===== src/rtl/pmod_jstk2_multi.sv =====
// Round-robin poller for CHANNELS PMOD JSTK2 joysticks sharing one SPI byte engine.
// Define JSTK_HYST_EN to add HYST counts of release hysteresis to the direction bits.
module pmod_jstk2_multi #(
    parameter int         CHANNELS       = 2,
    parameter logic [9:0] MARGIN         = 10'h0C0,
    parameter logic [9:0] HYST           = 10'h040,
    parameter logic [7:0] CMD            = 8'h00,
    parameter int         STARTUP_CYCLES = 262143,
    parameter int         GAP_CYCLES     = 8191,
    parameter int         FRAME_CYCLES   = 65535
) (
    input  logic                   clk_peripheral,
    input  logic                   reset_n,
    output logic [CHANNELS-1:0]    sel,
    output logic [7:0]             dato,
    input  logic [7:0]             dati,
    output logic                   wv,
    input  logic                   wr,
    input  logic                   rv,
    output logic [11*CHANNELS-1:0] joystick,
    output logic [20*CHANNELS-1:0] axes,
    output logic [CHANNELS-1:0]    frame_done
);

    localparam int         CH_W = (CHANNELS > 1) ? $clog2(CHANNELS) : 1;
    localparam logic [9:0] X_HI = 10'd1023 - MARGIN;

    typedef enum logic [3:0] {
        S_START, S_IDLE, S_ENABLE, S_INIT, S_WRITE,
        S_READ, S_STORE, S_WAIT, S_COMMIT, S_FRAME
    } state_t;

    state_t                 state_q, state_d;
    logic [31:0]            cnt_q, cnt_d;
    logic [CH_W-1:0]        ch_q, ch_d;
    logic [2:0]             bc_q, bc_d;
    logic [CHANNELS-1:0]    sel_q, sel_d;
    logic                   wv_q, wv_d;
    logic [7:0]             dato_q, dato_d;
    logic [7:0]             xl_q, xl_d, yl_q, yl_d;
    logic [1:0]             xh_q, xh_d, yh_q, yh_d, btn_q, btn_d;
    logic [11*CHANNELS-1:0] joy_q, joy_d;
    logic [20*CHANNELS-1:0] axes_q, axes_d;
    logic [CHANNELS-1:0]    fd_q, fd_d;

    logic [9:0]  x_w, y_w;
    logic [10:0] word_w;

    assign x_w = {xh_q, xl_q};
    assign y_w = {yh_q, yl_q};

`ifdef JSTK_HYST_EN
    logic [3:0] prev_w;

    // A set direction bit holds until the axis is HYST counts back inside the margin.
    always_comb begin
        prev_w    = joy_q[int'(ch_q)*11 +: 4];
        word_w    = '0;
        word_w[0] = (x_w > X_HI)   || (prev_w[0] && ({1'b0, x_w} + {1'b0, HYST} > {1'b0, X_HI}));
        word_w[1] = (x_w < MARGIN) || (prev_w[1] && ({1'b0, x_w} < {1'b0, MARGIN} + {1'b0, HYST}));
        word_w[2] = (y_w < MARGIN) || (prev_w[2] && ({1'b0, y_w} < {1'b0, MARGIN} + {1'b0, HYST}));
        word_w[3] = (y_w > X_HI)   || (prev_w[3] && ({1'b0, y_w} + {1'b0, HYST} > {1'b0, X_HI}));
        word_w[5] = btn_q[1];
        word_w[7] = btn_q[0];
    end
`else
    logic unused_hyst;
    assign unused_hyst = ^HYST;

    always_comb begin
        word_w    = '0;
        word_w[0] = x_w > X_HI;
        word_w[1] = x_w < MARGIN;
        word_w[2] = y_w < MARGIN;
        word_w[3] = y_w > X_HI;
        word_w[5] = btn_q[1];
        word_w[7] = btn_q[0];
    end
`endif

    // NOTE: every _d gets its hold value first, so no path through the case can infer a latch.
    always_comb begin
        state_d = state_q;
        cnt_d   = cnt_q;
        ch_d    = ch_q;
        bc_d    = bc_q;
        sel_d   = sel_q;
        wv_d    = 1'b0;
        dato_d  = dato_q;
        xl_d    = xl_q;
        xh_d    = xh_q;
        yl_d    = yl_q;
        yh_d    = yh_q;
        btn_d   = btn_q;
        joy_d   = joy_q;
        axes_d  = axes_q;
        fd_d    = '0;
        case (state_q)
            S_START: begin
                cnt_d   = '0;
                ch_d    = '0;
                bc_d    = '0;
                sel_d   = '1;
                state_d = S_IDLE;
            end
            S_IDLE: begin
                if (cnt_q == 32'(STARTUP_CYCLES)) state_d = S_ENABLE;
                else                              cnt_d   = cnt_q + 32'd1;
            end
            S_ENABLE: begin
                sel_d   = ~(CHANNELS'(1) << ch_q);
                bc_d    = '0;
                state_d = S_INIT;
            end
            S_INIT: begin
                if (wr) begin
                    wv_d    = 1'b1;
                    dato_d  = (bc_q == 3'd0) ? CMD : 8'h00;
                    state_d = S_WRITE;
                end
            end
            S_WRITE: state_d = S_READ;
            S_READ: begin
                if (rv) begin
                    case (bc_q)
                        3'd0:    xl_d  = dati;
                        3'd1:    xh_d  = dati[1:0];
                        3'd2:    yl_d  = dati;
                        3'd3:    yh_d  = dati[1:0];
                        default: btn_d = dati[1:0];
                    endcase
                    state_d = S_STORE;
                end
            end
            S_STORE: begin
                bc_d    = bc_q + 3'd1;
                cnt_d   = '0;
                state_d = (bc_q == 3'd4) ? S_COMMIT : S_WAIT;
            end
            S_WAIT: begin
                if (cnt_q == 32'(GAP_CYCLES)) state_d = S_INIT;
                else                          cnt_d   = cnt_q + 32'd1;
            end
            S_COMMIT: begin
                joy_d[int'(ch_q)*11 +: 11]  = word_w;
                axes_d[int'(ch_q)*20 +: 20] = {y_w, x_w};
                fd_d[ch_q]                  = 1'b1;
                sel_d                       = '1;
                cnt_d                       = '0;
                state_d                     = S_FRAME;
            end
            S_FRAME: begin
                if (cnt_q == 32'(FRAME_CYCLES)) begin
                    ch_d    = (ch_q == CH_W'(CHANNELS - 1)) ? '0 : ch_q + 1'b1;
                    state_d = S_ENABLE;
                end else begin
                    cnt_d = cnt_q + 32'd1;
                end
            end
            default: state_d = S_START;
        endcase
    end

    // NOTE: state registers use non-blocking assignments so all flops update from pre-edge values.
    always_ff @(posedge clk_peripheral or negedge reset_n) begin
        if (!reset_n) begin
            state_q <= S_START;
            cnt_q   <= '0;
            ch_q    <= '0;
            bc_q    <= '0;
            sel_q   <= '1;
            wv_q    <= 1'b0;
            dato_q  <= 8'h00;
            xl_q    <= '0;
            xh_q    <= '0;
            yl_q    <= '0;
            yh_q    <= '0;
            btn_q   <= '0;
            joy_q   <= '0;
            axes_q  <= {CHANNELS{20'h80200}};
            fd_q    <= '0;
        end else begin
            state_q <= state_d;
            cnt_q   <= cnt_d;
            ch_q    <= ch_d;
            bc_q    <= bc_d;
            sel_q   <= sel_d;
            wv_q    <= wv_d;
            dato_q  <= dato_d;
            xl_q    <= xl_d;
            xh_q    <= xh_d;
            yl_q    <= yl_d;
            yh_q    <= yh_d;
            btn_q   <= btn_d;
            joy_q   <= joy_d;
            axes_q  <= axes_d;
            fd_q    <= fd_d;
        end
    end

    assign sel        = sel_q;
    assign wv         = wv_q;
    assign dato       = dato_q;
    assign joystick   = joy_q;
    assign axes       = axes_q;
    assign frame_done = fd_q;

endmodule


===== config.mk =====
export PLATFORM = sky130hd
export DESIGN_NAME = pmod_jstk2_multi
export DESIGN_NICKNAME = d
export VERILOG_FILES = /design/src/rtl/pmod_jstk2_multi.sv
export SDC_FILE = /design/constraint.sdc
export NUM_CORES = 1
export LEC_CHECK = 0
export CORE_AREA = 2 2 111 220
export DETAILED_ROUTE_END_ITERATION = 12
export DIE_AREA = 0 0 113 222
export DONT_BUFFER_PORTS = 1
export HOLD_SLACK_MARGIN = 0.08
export PLACE_DENSITY = 0.49
export SKIP_LAST_GASP = 1
export SYNTH_ARGS = -nofsm -noshare
export SYNTH_HDL_FRONTEND = slang
export SYNTH_SLANG_ARGS = --single-unit

===== constraint.sdc =====
create_clock -name clk_peripheral -period 2.2 [get_ports clk_peripheral]
set_clock_uncertainty 0.2 [all_clocks]
set_input_delay 0 -clock clk_peripheral [delete_from_list [all_inputs] [get_ports clk_peripheral]]
set_output_delay 0 -clock clk_peripheral [all_outputs]
set_load 0.02 [all_outputs]

==> summary.md <==
| Metric | Value |
|---|---|
| Chip Height | 222 µm |
| Mapped Cells | 617 |
| HP Class | input pin to async pin |
| Status | finished, violations left |
| EDFF count, synth | 0 |
| Synth cell types | 54 |
| Hpwl dp | 12,900 µm |
| Average wire per standard cell | 17.2 µm |
| CTS clock-pin slew for the worst setup and hold paths | around 0.06 ns |
| Arrival @ worst endpoint | 2.57 ns |
| Iter 0 DRT Violations | ~370 |
| CP peak stage delay | approximately 0.56 ns |
| Largest net degree at the start of global routing | 120 |
| Fillers | 2,403 |
| Area grow syn2layout | 30.5% |
| Worst Slack Setup Final | -0.260 ns |
| H-tree level count | 4 |
| I/O Pins | 87 |
| Ys Warns | 0 |
| Internal | 3.91 mW |
| Post-Synthesis Cell Area | 0.00576 mm² |
| Met2 WL | 10,400 µm |
| Worst vdd ir | 0.536 mV |
| Power per standard cell area | approximately 670 mW/mm² |
| Met3 Wirelength | ~600 µm |
| Failing checks | DRC, hold timing, setup timing |
| Multi-input gate area | ~0.0026 mm² |
| CTS Buf Count | 17 |
| First-pass GRT wire length | 27,600 µm |
| Remaining DRCs | 11 |
| Max-cap violations | 0 |
| Net switching power | ~1.1 mW |
| GRT Total Usage | 0.145 |
| Crit path kind | register to register |
| Cell family with most CP delay | simple AND/OR/NAND/NOR gates |
| Cts hold-fix bufs | 10 |
| DIE AREA | 0.0251 mm² |
| Non-Filler Instances | 1,015 |
| Crit end category | register |
| Final hold vios | 119 |
| Setup violations, final | 36 |
| DRT met1 WL | 5860 µm |
| Fraction of registers with async set or reset after synthesis | 1.00 |
| Top sig layer | met4 |
| CTS tree | yes |
| CTS max path bufs | 2 |
| Clock power share | 0.554 |
| Core Box Area | roughly 0.023 mm² |
| Mapped Avg Cell Area | between 9 and 10 µm² |
| Pleak | around 3.6 nW |
| Net Sw Frac | 0.224 |
| Clk root buf | clkbuf_16 |
| Initial core utilization | 0.247 |
| Routed WL | between 15,000 and 20,000 µm |
| RSZ-0062 raised after global routing | true |
| WP buf/inv | 1 |
| Startpoint Class | register |
| Placed Cells | 968 |
| Sequence of cells on the critical path | or4_4, nor4_4, nand3_2, buf_6, and2_4, a221o_1 |
| Row cnt | 79 |
| Pre-CTS WS | -0.258 ns |
| Total vias in the final route | 4,871 |
| Worst path required time | between 2 and 2.5 ns |
| Initial antenna violation count | 1 |
| Synthesized flop and latch total | 119 |
| Die width | 113 µm |
| Drt via density | 4.80 |
| First-pass iteration count of the detailed router | 10 |
| Fin Hold WS | -0.931 ns |
| Crit path time final | 2.46 ns |
| Final period utilization | 1.12 |
| Share of layout cells above drive strength 1 | 0.259 |
| Top FF cell, synth | dfrtp_1 |
| Register area share after synthesis | 0.518 |
| Vias in the first global route | 4,978 |
| Slowest CP cell | or4_4 |
| Reg power frac | 0.435 |
| Port bufs | 0 |
| Post-DRT Antenna Nets | 0 |
| Fin nets | 736 |
| Gpl congestion | 0.794 |
| Grt ovf | 0 |
| Register area | roughly 0.003 mm² |
| Layout Utilization | 0.322 |
| Gate power share | 0.010 |
| Worst-Skew Late Latency | about 0.43 ns |
| CTS sink cnt | 119 |
| Slew Limit Fails | 0 |
| Highest Clock Rate | around 410 MHz |
| CP Max Fanout | 4 |
| Fin Setup TNS | -6.84 ns |
-- cells by family after synthesis --
group	after synthesis	share of synthesized area
buffers and inverters	59	0.0543
other	1	0.000651
AO/OA/AOI/OAI	104	0.116
flip-flops	119	0.518
multiplexers	24	0.0465
adder cells (fa/ha/maj)	7	0.0148
AND/OR/NAND/NOR	303	0.250
-- cell usage after synthesis, types with 10 or more instances --
| master | number | area, µm² |
|---|---|---|
| inv_1 | 14 | 52.6 |
| nor2_1 | 25 | 93.8 |
| nand3_1 | 23 | 115 |
| nand4_1 | 14 | 87.6 |
| o21ai_0 | 39 | 195 |
| dfrtp_1 | 113 | 2830 |
| o31ai_1 | 12 | 90.1 |
| nor3_1 | 10 | 50.1 |
| a21oi_1 | 13 | 65.1 |
| clkbuf_1 | 19 | 71.3 |
| nand2_1 | 171 | 642 |
| mux2_2 | 22 | 248 |
| buf_4 | 19 | 143 |
-- worst paths after layout --
check / startpoint / to / slack, ns / cells past startpoint
min: reset_n / cnt_q[29] / -0.93 / 0
max: cnt_q[25] / cnt_q[6] / -0.26 / 6
min in group clk_peripheral: dati[3] / xl_q[3] / 0.10 / 2
max in group asynchronous: reset_n / sel[0] / 2.40 / 0
min reg2reg: xl_q[3] / axes[3] / 0.30 / 2
max reg2reg: cnt_q[25] / cnt_q[6] / -0.26 / 6
-- per-stage QoR --
stage	power (mW)	cell area (µm²)	hold WS [ns]
6_report	5.03	7510	-0.931
3_3_place_gp	2.26	6710	-0.489
5_1_grt	5.19	7510	-0.957
3_5_place_dp	2.26	6710	-0.489
4_1_cts	5.10	7410	-0.958
2_1_floorplan	2.28	5840	-0.496
-- registers in the layout (all words and copies together) (netlist names), 2 cells and up --
register	cells
frame_done	2
yl_q	8
bc_q	3
sel	2
state_q	4
btn_q	2
xl_q	8
yh_q	2
axes	40
xh_q	2
joystick	12
cnt_q	32
-- layout make-up --
cell class                 instances  area share
antenna                            1    0.000333
clock buffer                      18      0.0584
clock inverter                    14      0.0198
inverter                          14     0.00699
multi-input combinational        456       0.346
sequential                       119       0.397
tap                              283      0.0471
timing repair buffer             110       0.124
-- power by group through the flow --
| stage | Clock (mW) | Combinational [mW] | Sequential, mW |
|---|---|---|---|
| CTS | 2.86 | 0.0517 | 2.19 |
| global placement | 0 | 0.0287 | 2.23 |
| detailed placement | 0 | 0.0286 | 2.23 |
| floorplan | 0 | 0.0528 | 2.23 |
| finish | 2.79 | 0.0525 | 2.19 |
| global route | 2.95 | 0.0546 | 2.19 |
-- routing by layer --
layer  track usage  vias to the layer above
li1              -                     2338
met1         0.136                     2369
met5             0                        -
met4        0.0759                        0
met3        0.0347                       35
met2         0.282                      129
-- layout by cell type (no fill, tap or decap), types with 6 or more instances in the layout --
| master | n |
|---|---|
| a21oi_1 | 13 |
| a31oi_1 | 6 |
| and3_1 | 9 |
| buf_4 | 91 |
| clkbuf_16 | 17 |
| conb_1 | 18 |
| dfrtp_1 | 113 |
| dfstp_2 | 6 |
| dlygate4sd3_1 | 10 |
| inv_1 | 14 |
| mux2_2 | 22 |
| nand2_1 | 169 |
| nand3_1 | 22 |
| nand4_1 | 14 |
| nor2_1 | 24 |
| nor3_1 | 9 |
| nor4_1 | 8 |
| o211ai_1 | 9 |
| o21ai_0 | 34 |
| o21ai_1 | 7 |
| o31ai_1 | 9 |
| or3_1 | 8 |
-- what timing repair did --
action,CTS,global route
hold endpoints to repair,145,119
gates resized for setup,4,15
buffers inserted,0,4
pin swaps,6,4
endpoints found under the setup margin,36,53
No activity file was read; power rests on OpenSTA's default activity.
